===== config.mk =====
export PLATFORM = sky130hd
export DESIGN_NAME = pipeline_control
export DESIGN_NICKNAME = d
export VERILOG_FILES = /design/src/rtl/pipeline_control.sv
export SDC_FILE = /design/constraint.sdc
export NUM_CORES = 1
export LEC_CHECK = 0
export CELL_PAD_IN_SITES_DETAIL_PLACEMENT = 1
export CELL_PAD_IN_SITES_GLOBAL_PLACEMENT = 2
export CORE_ASPECT_RATIO = 1.2
export CORE_UTILIZATION = 30
export CTS_CLUSTER_DIAMETER = 100
export DETAILED_ROUTE_END_ITERATION = 12
export DONT_BUFFER_PORTS = 1
export HOLD_SLACK_MARGIN = 0.05
export PLACE_DENSITY = 0.72
export SYNTH_ARGS = -nofsm -noshare
export SYNTH_HDL_FRONTEND = slang
export SYNTH_SLANG_ARGS = --single-unit

===== constraint.sdc =====
create_clock -name clock -period 5.35 [get_ports clock]
set_clock_uncertainty 0.2 [all_clocks]
set_input_delay 1.07 -clock clock [delete_from_list [all_inputs] [get_ports clock]]
set_output_delay 1.07 -clock clock [all_outputs]
set_load 0.03 [all_outputs]

===== src/rtl/pipeline_control.sv =====
`default_nettype none
// ============================================================================
// Module   : pipeline_control
// Brief    : Stall/flush sequencer for the six-stage pipeline
//            (pc, if, id, ex, mem, wb). Merges load-use interlocks,
//            multicycle EX occupancy and flush/redirect requests.
// Options  : PIPELINE_CONTROL_STATISTICS_EN adds stall/flush counters.
// Revision : 1.0 - initial release
// ============================================================================
module pipeline_control #(
    parameter int MULDIV_CYCLES = 32,
    parameter int COUNTER_WIDTH = 8
) (
    input  logic        clock,
    input  logic        reset,
    input  logic        stall_request_id,
    input  logic        operation_start,
    input  logic        flush_request,
    input  logic [31:0] flush_target,
    output logic [5:0]  stall,
    output logic        flush,
    output logic [31:0] new_program_counter,
    output logic        operation_busy,
    output logic        operation_done
`ifdef PIPELINE_CONTROL_STATISTICS_EN
    ,
    output logic [31:0] stall_cycle_count,
    output logic [15:0] flush_count
`endif
);

    // The start cycle itself counts as one busy cycle, so BUSY holds for
    // MULDIV_CYCLES-1 cycles: countdown runs from MULDIV_CYCLES-2 to 0.
    localparam logic [COUNTER_WIDTH-1:0] c_count_load = COUNTER_WIDTH'(MULDIV_CYCLES - 2);
    localparam logic [COUNTER_WIDTH-1:0] c_count_one  = COUNTER_WIDTH'(1);
    localparam logic [5:0]               c_stall_none = 6'b000000;
    localparam logic [5:0]               c_stall_ex   = 6'b001111;
    localparam logic [5:0]               c_stall_id   = 6'b000111;

    typedef enum logic [1:0] {
        ST_IDLE  = 2'd0,
        ST_BUSY  = 2'd1,
        ST_DONE  = 2'd2,
        ST_FLUSH = 2'd3
    } state_t;

    state_t                   r_state;
    state_t                   w_state_next;
    logic [COUNTER_WIDTH-1:0] r_count;
    logic [COUNTER_WIDTH-1:0] w_count_next;
    logic                     r_flush;
    logic [31:0]              r_new_pc;
    logic [5:0]               w_stall;
    logic                     w_start;

    // A start is only accepted from IDLE, and a simultaneous flush drops it.
    assign w_start = (r_state == ST_IDLE) && operation_start && !flush_request;

    // State, countdown and registered flush/redirect outputs.
    always_ff @(posedge clock or negedge reset) begin
        if (!reset) begin
            r_state  <= ST_IDLE;
            r_count  <= '0;
            r_flush  <= 1'b0;
            r_new_pc <= 32'h0;
        end else begin
            r_state <= w_state_next;
            r_count <= w_count_next;
            r_flush <= flush_request;
            if (flush_request) begin
                r_new_pc <= flush_target;
            end
        end
    end

    // Next-state and countdown; a flush request overrides everything.
    always_comb begin
        w_state_next = r_state;
        w_count_next = r_count;
        if (flush_request) begin
            w_state_next = ST_FLUSH;
            w_count_next = '0;
        end else begin
            case (r_state)
                ST_IDLE: begin
                    if (operation_start) begin
                        w_state_next = ST_BUSY;
                        w_count_next = c_count_load;
                    end
                end
                ST_BUSY: begin
                    if (r_count == '0) begin
                        w_state_next = ST_DONE;
                    end else begin
                        w_count_next = r_count - c_count_one;
                    end
                end
                ST_DONE:  w_state_next = ST_IDLE;
                ST_FLUSH: w_state_next = ST_IDLE;
                default:  w_state_next = ST_IDLE;
            endcase
        end
    end

    // Stall vector by priority: flush cycle, multicycle EX, load-use, none.
    always_comb begin
        w_stall = c_stall_none;
        if (r_state == ST_FLUSH) begin
            w_stall = c_stall_none;
        end else if (w_start || (r_state == ST_BUSY)) begin
            w_stall = c_stall_ex;
        end else if (stall_request_id) begin
            w_stall = c_stall_id;
        end
    end

    // Combinational outputs are forced quiet while reset is asserted.
    assign stall               = reset ? w_stall : c_stall_none;
    assign operation_busy      = reset && (w_start || (r_state == ST_BUSY));
    assign operation_done      = (r_state == ST_DONE);
    assign flush               = r_flush;
    assign new_program_counter = r_new_pc;

`ifdef PIPELINE_CONTROL_STATISTICS_EN
    logic [31:0] r_stall_cycles;
    logic [15:0] r_flush_events;

    // Saturating counters of stalled cycles and FLUSH entries.
    always_ff @(posedge clock or negedge reset) begin
        if (!reset) begin
            r_stall_cycles <= '0;
            r_flush_events <= '0;
        end else begin
            if ((w_stall != c_stall_none) && (r_stall_cycles != '1)) begin
                r_stall_cycles <= r_stall_cycles + 32'd1;
            end
            if (flush_request && (r_flush_events != '1)) begin
                r_flush_events <= r_flush_events + 16'd1;
            end
        end
    end

    assign stall_cycle_count = r_stall_cycles;
    assign flush_count       = r_flush_events;
`endif

endmodule
`default_nettype wire


==> results of run 1 <==
==> synthesized netlist by cell type (all sizes together) <==
cell type	count	area, sq um
nor4	3	33.8
xnor2	1	8.76
dfrtp	43	1080
xor2	2	17.5
nor2	8	40.0
o2bb2ai	1	8.76
a211oi	2	15.0
a311oi	2	35.0
mux2	32	360
a21o	1	8.76
nand3b	1	7.51
and4	1	8.76
nand2	3	11.3
a221o	1	10.0
clkbuf	3	11.3
o221a	2	22.5
buf	5	41.3
a21oi	2	10.0
nor3	1	5.00
o21ai	1	5.00
conb	1	3.75
mux2i	1	10.0
nor3b	1	7.51
and2b	5	38.8
ha	1	12.5
o21a	1	7.51
inv	6	22.5
a211o	1	8.76
and2	2	12.5
==> final cells by class <==
class                           count  area (sq um)
Inverter                            6          22.5
Sequential cell                    43          1080
Clock buffer                        6          72.6
Fill cell                         630          4010
Clock inverter                      2          12.5
Multi-Input combinational cell     78           713
Tap cell                           82           103
==> cells by family after synthesis <==
group                      share of synthesized area, %
muxes                                              19.9
AOI/OAI and AO/OA                                  7.06
other                                             0.202
buffers and inverters                              4.03
xor gates and xnor gates                           1.41
DFF                                                57.8
and+or+nand+nor                                    8.88
adders and majority gates                         0.672
==> sequential cells by signal, summed over array words and instances (netlist names) <==
register,flops
flush,1
r_state,2
r_count,8
new_program_counter,32
==> per-layer routing <==
layer	wire length [um]	GRT usage, %	part of all wire (%)	vias up
met2	1830	20.6	51	58
li1	-	-	-	464
met5	0	0	0	-
met4	63	4.72	1.7	0
met3	341	5.24	9.4	5
met1	1380	13.7	38	527
==> worst paths after layout <==
kind	start	cells past startpoint	slack, ps	end
max	flush_request	4	1900	stall[1]
min	reset	0	270	r_count[3]$_DFFE_PN0P_
max reg2reg	r_count[0]$_DFFE_PN0P_	6	3200	r_count[7]$_DFFE_PN0P_
min reg2reg	r_count[0]$_DFFE_PN0P_	1	370	r_count[0]$_DFFE_PN0P_
max in group asynchronous	reset	0	4600	r_count[1]$_DFFE_PN0P_
min in group clock	r_count[0]$_DFFE_PN0P_	1	370	r_count[0]$_DFFE_PN0P_
==> power by group <==
part	leakage, nW	switching (mW)	internal (mW)
combinational	0.283	0.0811	0.0746
sequential	0.516	0.0892	0.362
clock	0.0412	0.108	0.0913
total	0.840	0.278	0.528
==> worst max-delay path, cell delays in order <==
cell and delay (ps):
sky130_fd_sc_hd__inv_1 140, sky130_fd_sc_hd__a21oi_1 90, sky130_fd_sc_hd__nor2_1 150, sky130_fd_sc_hd__o21a_1 720
==> Implementation_results.wiki, run 1 <==
{| class="wikitable"
! Metric !! Value
|-
| Run status || complete, no violations
|-
| Routed Wire Length || roughly 3.6 mm
|-
| Design area || roughly 2000 sq um
|-
| 1st-iter DRT viols || 46
|-
| Critical Path Fanout Max || 37
|-
| Number of H-tree branching levels || 2
|-
| # IOs || between 70 and 80
|-
| Highest-count cells in the layout ignoring fill and taps || sky130_fd_sc_hd__dfrtp_1, sky130_fd_sc_hd__mux2_2, sky130_fd_sc_hd__inv_1, sky130_fd_sc_hd__nor2_1, sky130_fd_sc_hd__clkbuf_8
|-
| Slew headroom || 43.8%
|-
| Gates resized, CTS repair || 0
|-
| Tot GR Track Use || approximately an eighth
|-
| Number of maximum-capacitance violations || 0
|-
| Post-CTS Hold Fix Bufs || 0
|-
| CTS tree || done
|-
| Maximum root-to-sink buffer count || 2
|-
| CP Data Arrival Time || 2180 ps
|-
| Number of instances in the placed design || ~210
|-
| Transition time at the pin with the least slew margin || roughly 850 ps
|-
| Maximum number of pins on one net before global-route repair || 47
|-
| Number of standard cells in the final layout excluding fillers || roughly 220
|-
| Tmin final || around 3400 ps
|-
| Number of I/O port buffers || 0
|-
| Vias per inst || around 5
|-
| Yosys Warn Count || 0
|-
| Number of global-route vias before repair || about 1200
|-
| Number of buffers added for setup after CTS || 0
|-
| Latest clock arrival within the worst-skew pair || 290 ps
|-
| Maximum clock frequency || between 0.2 and 0.3 GHz
|-
| Final worst path period share || between 60% and 70%
|-
| Seq/Total Area, Yosys || roughly 58%
|-
| Final #Nets || between 150 and 200
|-
| Total Die Area || between 6000 and 7000 sq um
|-
| Total number of vias || about 1100
|-
| RSZ-0062 raised after global routing || no
|-
| Final RePlAce weighted congestion || ~0.75
|-
| Die Height || between 80 and 90 um
|-
| Overflow after GRT || 0
|-
| Syn Area/Cell || roughly 14 sq um
|-
| Worst supply voltage drop on vdd || approximately 0.16 mV
|-
| Cts bufs inserted || 5
|-
| Power per cell area || between 400 and 500 nW/um^2
|-
| Count of different cell masters after synthesis || 35
|-
| Number of nets with antenna violations after routing || 0
|-
| Clock edge transition at the registers on the reported setup and hold paths || ~80 ps
|-
| Horizontal die dimension || about 74 um
|-
| Area of the mapped netlist || between 1500 and 2000 sq um
|-
| Leakage power figure || ~0.84 nW
|-
| Final hold viol count || 0
|-
| Clock sink count || 43
|-
| Flops & latches, synth || 43
|-
| Synth-to-layout area growth || 7.46%
|-
| Fraction of final layout cells with drive strength greater than 1 || a little over a third
|-
| Utilization after layout || between 30% and 40%
|-
| Element type at the critical path end || output port
|-
| Final Slew Violations || 0
|-
| Number of antenna violations at the first check in global routing || 0
|-
| Post-detailed-route wirelength per cell || ~17 um
|-
| Ant. Diodes || 0
|-
| Commonest non-fill, non-tap cell in the layout || sky130_fd_sc_hd__dfrtp_1
|-
| Post-Route Setup TNS || 0 ps
|-
| Critical path class || in -> out
|-
| Number of iterations in the first detailed-routing pass || 4
|-
| Overall power || about 0.8 mW
|-
| Post-layout worst setup margin || approximately 1900 ps
|-
| Initial Util || a little over 30%
|-
| Placeable Area || between 6000 and 7000 sq um
|-
| Cell Area, Placed || around 1900 sq um
|-
| Dpl hpwl || between 2 and 3 mm
|-
| Pre-CTS worst setup slack || 1920 ps
|-
| Rows || 31
|-
| Worst-case hold slack || approximately 270 ps
|-
| Global-route wire length before repair || 5.89 mm
|-
| Count of final setup violators || 0
|-
| WP data required || between 4000 and 5000 ps
|-
| Clock root buffer || sky130_fd_sc_hd__clkbuf_8
|-
| Worst min-delay path category || in -> async
|-
| Kind of start point of the critical path || primary input
|-
| DRC violation count after routing || 0
|-
| Cells after synthesis || between 100 and 150
|}
No activity file was read; power rests on OpenSTA's default activity.
==> run 2, diff against run 1 <==
Clock period 5.35 ns to 3.5 ns, I/O delays scaled along.
==> run 2 against run 1 <==
Final cell count up 1.4%. Sequential power up 53%. Combinational power up 62%. Hold slack worse by 28 ps. Die area unchanged. Sequential share of layout area down 1.9 points.
==> Implementation_results.wiki, run 2 (synthesis results as in run 1) <==
{| class="wikitable"
! Metric !! Value
|-
| WP data required || 2600 ps (-1480 ps)
|-
| Critical path class || in -> out
|-
| Power per cell area || 648 nW/um^2 (+61%)
|-
| Cells on worst reg2reg path || 6 (unchanged)
|-
| 1st-iter DRT viols || 63 (+37%)
|-
| Cts bufs inserted || 5 (unchanged)
|-
| Placeable Area || 6010 sq um (unchanged)
|-
| Reg-to-reg critical path endpoint || r_count[7]$_DFFE_PN0P_
|-
| Initial Util || 30.9% (unchanged)
|-
| Synth-to-layout area growth || 11.4%
|-
| Worst reg2reg path startpoint || r_count[0]$_DFFE_PN0P_
|-
| Worst min-delay path category || in -> reg
|-
| Flip-flop count of the largest register, all copies and words added || 32 (unchanged)
|-
| Post-Route Setup TNS || 0 ps (unchanged)
|-
| Latest clock arrival within the worst-skew pair || 290 ps (about the same)
|-
| Routed Wire Length || 3.45 mm (-4.8%)
|-
| Ant. Diodes || 0 (unchanged)
|-
| Number of H-tree branching levels || 2 (unchanged)
|-
| Tmin final || about 2400 ps
|-
| Kind of start point of the critical path || primary input
|-
| Die Height || 88.3 um (unchanged)
|-
| Number of maximum-capacitance violations || 0 (unchanged)
|-
| Maximum number of pins on one net before global-route repair || 44 (-6.4%)
|-
| Overall power || 1.34 mW (+67%)
|-
| Gates resized, CTS repair || 0 (unchanged)
|-
| Rows || 31 (unchanged)
|-
| Clock sink count || 43 (unchanged)
|-
| Worst setup startpoint || flush_request
|-
| Fraction of final layout cells with drive strength greater than 1 || 36.2% (+1.4 points)
|-
| Post-detailed-route wirelength per cell || 15.7 um (-6.1%)
|-
| Clock edge transition at the registers on the reported setup and hold paths || 80 ps (about the same)
|-
| CP Data Arrival Time || 1470 ps (-710 ps)
|-
| Total Die Area || 6520 sq um (unchanged)
|-
| Commonest non-fill, non-tap cell in the layout || sky130_fd_sc_hd__dfrtp_1
|-
| Leakage power figure || 0.879 nW (+4.7%)
|-
| CTS tree || done
|-
| Tot GR Track Use || 11.9% (-0.31 points)
|-
| Number of global-route vias before repair || 1204 (+2.4%)
|-
| Overflow after GRT || 0 (unchanged)
|-
| Final hold viol count || 0 (unchanged)
|-
| Final #Nets || 175 (+1.7%)
|-
| R2r setup slk || 1370 ps (-1830 ps)
|-
| Critical path depth || 5 (+1)
|-
| Startpoint of the lowest-slack hold path || flush_request
|-
| Critical-path cell list || inv_1 > a21oi_1 > nor2_1 > o21a_1 > buf_4
|-
| Clock root buffer || sky130_fd_sc_hd__clkbuf_8
|-
| Vias per inst || 4.82 (-0.80%)
|-
| Total number of vias || 1060 (+0.57%)
|-
| Slowest cell on the critical path || sky130_fd_sc_hd__buf_4
|-
| Number of buffers added for setup after CTS || 0 (unchanged)
|-
| Dpl hpwl || 2.51 mm (-2.7%)
|-
| Final RePlAce weighted congestion || 0.748 (-0.15%)
|-
| Worst supply voltage drop on vdd || 0.291 mV (+80%)
|-
| Highest-count cells in the layout ignoring fill and taps || sky130_fd_sc_hd__dfrtp_1, sky130_fd_sc_hd__mux2_2, sky130_fd_sc_hd__inv_1, sky130_fd_sc_hd__nor2_1, sky130_fd_sc_hd__clkbuf_8
|-
| Final Slew Violations || 0 (unchanged)
|-
| Maximum root-to-sink buffer count || 2 (unchanged)
|-
| RSZ-0062 raised after global routing || no
|-
| Worst Setup EP || stall[0]
|-
| Critical Path Fanout Max || 37 (unchanged)
|-
| Delay of the slowest critical-path stage || 260 ps (-460 ps)
|-
| Post-CTS Hold Fix Bufs || 2 (+2)
|-
| Maximum clock frequency || about 0.42 GHz
|-
| Global-route wire length before repair || 5.79 mm (-1.6%)
|-
| Final worst path period share || between 60% and 70%
|-
| Worst path buffer plus inverter count || 2 (+1)
|-
| Number of nets with antenna violations after routing || 0 (unchanged)
|-
| Element type at the critical path end || output port
|-
| DRC violation count after routing || 0 (unchanged)
|-
| Run status || complete, no violations
|-
| Number of iterations in the first detailed-routing pass || 3 (-1)
|-
| Critical path's top delay family || buffers and inverters
|-
| Number of antenna violations at the first check in global routing || 0 (unchanged)
|-
| Count of final setup violators || 0 (unchanged)
|-
| Horizontal die dimension || 73.9 um (unchanged)
|-
| # IOs || 78 (unchanged)
|-
| Number of I/O port buffers || 0 (unchanged)
|}
[run 2: routing by layer]
layer  wire [um]  global-route usage, %  share of wire (%)  vias to the layer above
li1            -                      -                  -                      467
met1        1260                   13.1                 37                      523
met2        1740                   19.0                 50                       60
met3         347                   5.47                 10                       10
met4          98                   6.82                2.8                        0
met5           0                      0                  0                        -
[run 2: report_power, final]
part | switching (mW) | total [mW] | leakage (nW) | internal, mW
Sequential | 0.136 | 0.690 | 0.516 | 0.553
Combinational | 0.133 | 0.252 | 0.301 | 0.119
Clock | 0.167 | 0.402 | 0.0618 | 0.235
[run 2: how the worst min path moves through the flow]
stage,depth (start not counted),to
4_1_cts,0,flush$_DFF_PN0_
2_1_floorplan,0,flush$_DFF_PN0_
5_1_grt,0,flush$_DFF_PN0_
3_3_place_gp,0,r_state[1]$_DFFE_PN0P_
6_report,0,flush$_DFF_PN0_
3_5_place_dp,0,r_state[1]$_DFFE_PN0P_
[run 2: layout make-up]
type	count	area (sq um)
repair buffers	3	37.5
clock inverters	2	38.8
flip-flops and latches	43	1080
clock buffers	6	82.6
multi-input cells	78	713
well taps	82	103
fillers	622	3940
inverters	6	22.5
[run 2: stage by stage]
step           utilization [%]  area [sq um]  hold slack (ps)  setup slack [ps]  instances
6_report                  34.5          2070              239              1130        220
5_1_grt                   34.5          2070              214              1070        220
4_1_cts                   34.5          2070              223              1120        220
3_5_place_dp              32.0          1920              205              1130        210
3_3_place_gp              32.0          1920              205              1160        210
2_1_floorplan                -          1860              204               913        135
==> run 3, diff against run 2 <==
Clock period 3.5 ns to 2.5 ns, I/O delays scaled along.
==> run 3 against run 2 <==
Worst setup slack lost 770 ps. Global-route usage up 1.0 points. Sequential power rose by 40%. Hold slack worse by 160 ps. Critical path type is now reg -> reg. Critical endpoint is now r_count[7]$_DFFE_PN0P_. Largest cell class unchanged.
==> Implementation_results.wiki, run 3 (synthesis results as in run 1) <==
{| class="wikitable"
! Metric !! Value
|-
| WP data required || 2480 ps (-120 ps)
|-
| Flip-flop count of the largest register, all copies and words added || 32 (unchanged)
|-
| DRC violation count after routing || 0 (unchanged)
|-
| Fraction of final layout cells with drive strength greater than 1 || 36.0% (-0.26 points)
|-
| Startpoint of the lowest-slack hold path || flush_request
|-
| Critical path class || reg -> reg
|-
| Synth-to-layout area growth || 10.8%
|-
| Routed Wire Length || 3.65 mm (+5.9%)
|-
| Critical-path cell list || inv_1 > ha_1 > nor3b_1 > a311oi_4 > nor2_4 > a221o_1
|-
| Total Die Area || 6520 sq um (unchanged)
|-
| Post-Route Setup TNS || 0 ps (unchanged)
|-
| Rows || 31 (unchanged)
|-
| Number of inserted filler cells in the final layout || 628 (+0.96%)
|-
| Initial Util || 30.9% (unchanged)
|-
| Worst-case hold slack || 77.1 ps (-162 ps)
|-
| Worst supply voltage drop on vdd || 0.426 mV (+46%)
|-
| Cts bufs inserted || 5 (unchanged)
|-
| Slowest cell on the critical path || sky130_fd_sc_hd__a311oi_4
|-
| RSZ-0062 raised after global routing || no
|-
| Vias per inst || 4.79 (-0.64%)
|-
| Latest clock arrival within the worst-skew pair || 290 ps (about the same)
|-
| Dpl hpwl || 2.64 mm (+5.4%)
|-
| Transition time at the pin with the least slew margin || between 500 and 600 ps
|-
| Internal Power || 1.17 mW (+29%)
|-
| Number of iterations in the first detailed-routing pass || 4 (+1)
|-
| Part of the total power dissipated in sequential elements || 54.2% (+2.9 points)
|-
| Endpoint, Worst Hold || r_count[1]$_DFFE_PN0P_
|-
| Number of nets with antenna violations after routing || 0 (unchanged)
|-
| Switch share || 34.6% (+2.1 points)
|-
| Horizontal die dimension || 73.9 um (unchanged)
|-
| Cells on worst reg2reg path || 6 (unchanged)
|-
| Net load switching power || 0.617 mW (+41%)
|-
| Final worst path period share || between 80 and 90%
|-
| Tmin final || between 2000 and 2500 ps
|-
| Power per cell area || 866 nW/um^2 (+34%)
|-
| Critical Path Fanout Max || 7 (-81%)
|-
| Slew headroom || 66.2%
|-
| Hold path cells || 1 (+1)
|-
| Part of the total power dissipated in combinational logic || 20.0% (+1.2 points)
|-
| Final RePlAce weighted congestion || 0.768 (+2.7%)
|-
| Gates resized, CTS repair || 0 (unchanged)
|-
| Reg-to-reg critical path endpoint || r_count[7]$_DFFE_PN0P_
|-
| Placeable Area || 6010 sq um (unchanged)
|-
| Maximum root-to-sink buffer count || 2 (unchanged)
|-
| Run status || complete, no violations
|-
| Total number of vias || 1058 (-0.19%)
|-
| Final hold viol count || 0 (unchanged)
|-
| Maximum number of pins on one net before global-route repair || 44 (unchanged)
|-
| Global-route wire length before repair || 6.15 mm (+6.3%)
|-
| Worst reg2reg path startpoint || r_count[0]$_DFFE_PN0P_
|-
| Utilization after layout || 34.3% (-0.21 points)
|-
| Final #Nets || 176 (+0.57%)
|-
| Tot GR Track Use || 12.9% (+1.0 points)
|-
| Clock sink count || 43 (unchanged)
|-
| Leakage power figure || 0.869 nW (-1.2%)
|-
| # IOs || 78 (unchanged)
|-
| Number of I/O port buffers || 0 (unchanged)
|-
| Clock edge transition at the registers on the reported setup and hold paths || 80 ps (about the same)
|-
| Overflow after GRT || 0 (unchanged)
|-
| Worst min-delay path category || in -> reg
|-
| Clock root buffer || sky130_fd_sc_hd__clkbuf_8
|-
| Number of global-route vias before repair || 1226 (+1.8%)
|-
| R2r setup slk || 360 ps (-1010 ps)
|-
| Number of H-tree branching levels || 2 (unchanged)
|-
| Post-detailed-route wirelength per cell || 16.5 um (+5.4%)
|-
| Final Slew Violations || 0 (unchanged)
|-
| CTS tree || done
|-
| 1st-iter DRT viols || 48 (-24%)
|-
| Delay of the slowest critical-path stage || 520 ps (+260 ps)
|-
| Commonest non-fill, non-tap cell in the layout || sky130_fd_sc_hd__dfrtp_1
|-
| Ant. Diodes || 0 (unchanged)
|-
| Die Height || 88.3 um (unchanged)
|-
| Maximum clock frequency || 0.468 GHz
|-
| Count of final setup violators || 0 (unchanged)
|-
| Number of antenna violations at the first check in global routing || 0 (unchanged)
|-
| Number of maximum-capacitance violations || 0 (unchanged)
|-
| Highest-count cells in the layout ignoring fill and taps || sky130_fd_sc_hd__dfrtp_1, sky130_fd_sc_hd__mux2_2, sky130_fd_sc_hd__inv_1, sky130_fd_sc_hd__nor2_1, sky130_fd_sc_hd__clkbuf_8
|-
| Kind of start point of the critical path || register
|-
| Element type at the critical path end || register
|-
| CP Data Arrival Time || 2120 ps (+650 ps)
|-
| Portion of total power attributed to the clock network || 25.8% (-4.1 points)
|}
## run 3: cell types whose count changed in the layout (fill, tap and decap cells not counted)
cell and change:
sky130_fd_sc_hd__bufinv_16 -1, sky130_fd_sc_hd__clkinv_4 +1, sky130_fd_sc_hd__clkinvlp_4 +1, sky130_fd_sc_hd__dlygate4sd3_1 +1
sky130_fd_sc_hd__inv_6 -1
## run 3: routing by layer
| metal | wire length [um] | GRT usage [%] |
|---|---|---|
| met1 | 1340 | 14.7 |
| met5 | 0 | 0 |
| met3 | 304 | 4.78 |
| met2 | 1910 | 20.9 |
| met4 | 91 | 7.34 |
## run 3: final cells by class
class,instances,area (sq um),area share [%]
clock inverters,2,16.3,0.789
repair buffers,4,47.5,2.31
multi-input cells,78,713,34.6
flip-flops and latches,43,1080,52.2
clock buffers,6,82.6,4.01
inverters,6,22.5,1.09
well taps,82,103,4.98
## run 3: worst max-delay path: cells and delay by family (launching register included)
family / cells / cell delay (ps)
AO/OA/AOI/OAI: 2 / 870
flip-flops: 1 / 400
AND/OR/NAND/NOR: 2 / 280
adder cells (fa/ha/maj): 1 / 220
buffers and inverters: 1 / 60
## run 3: repair_timing
action | CTS | global route
buffers inserted | 0 | 0
hold buffers | 3 | 0
endpoints found under the hold margin | 44 | 0
## run 3: power by group through the flow
stage	Sequential, mW	Clock (mW)	Combinational [mW]
after floorplan	0.957	0	0.305
after global placement	0.978	0	0.325
after detailed placement	0.980	0	0.345
after CTS	0.969	0.481	0.365
after global routing	0.981	0.516	0.396
final	0.968	0.460	0.357
## run 3: stage by stage
step           total power [mW]  cell area [sq um]  instances  setup slack, ps
3_3_place_gp               1.30               1920        210              459
5_1_grt                    1.89               2060        221              249
6_report                   1.78               2060        221              361
2_1_floorplan              1.26               1860        135              313
4_1_cts                    1.82               2060        221              356
3_5_place_dp               1.32               1920        210              369
## run 3: worst max-delay path by stage
stage	startpoint	endpoint	slack, ps	cells after the start
6_report	r_count[0]$_DFFE_PN0P_	r_count[7]$_DFFE_PN0P_	360	6
5_1_grt	r_count[0]$_DFFE_PN0P_	r_count[7]$_DFFE_PN0P_	250	6
4_1_cts	r_count[0]$_DFFE_PN0P_	r_count[7]$_DFFE_PN0P_	360	6
3_5_place_dp	r_count[0]$_DFFE_PN0P_	r_count[7]$_DFFE_PN0P_	370	6
3_3_place_gp	r_count[0]$_DFFE_PN0P_	r_count[7]$_DFFE_PN0P_	460	6
2_1_floorplan	flush_request	stall[1]	310	6
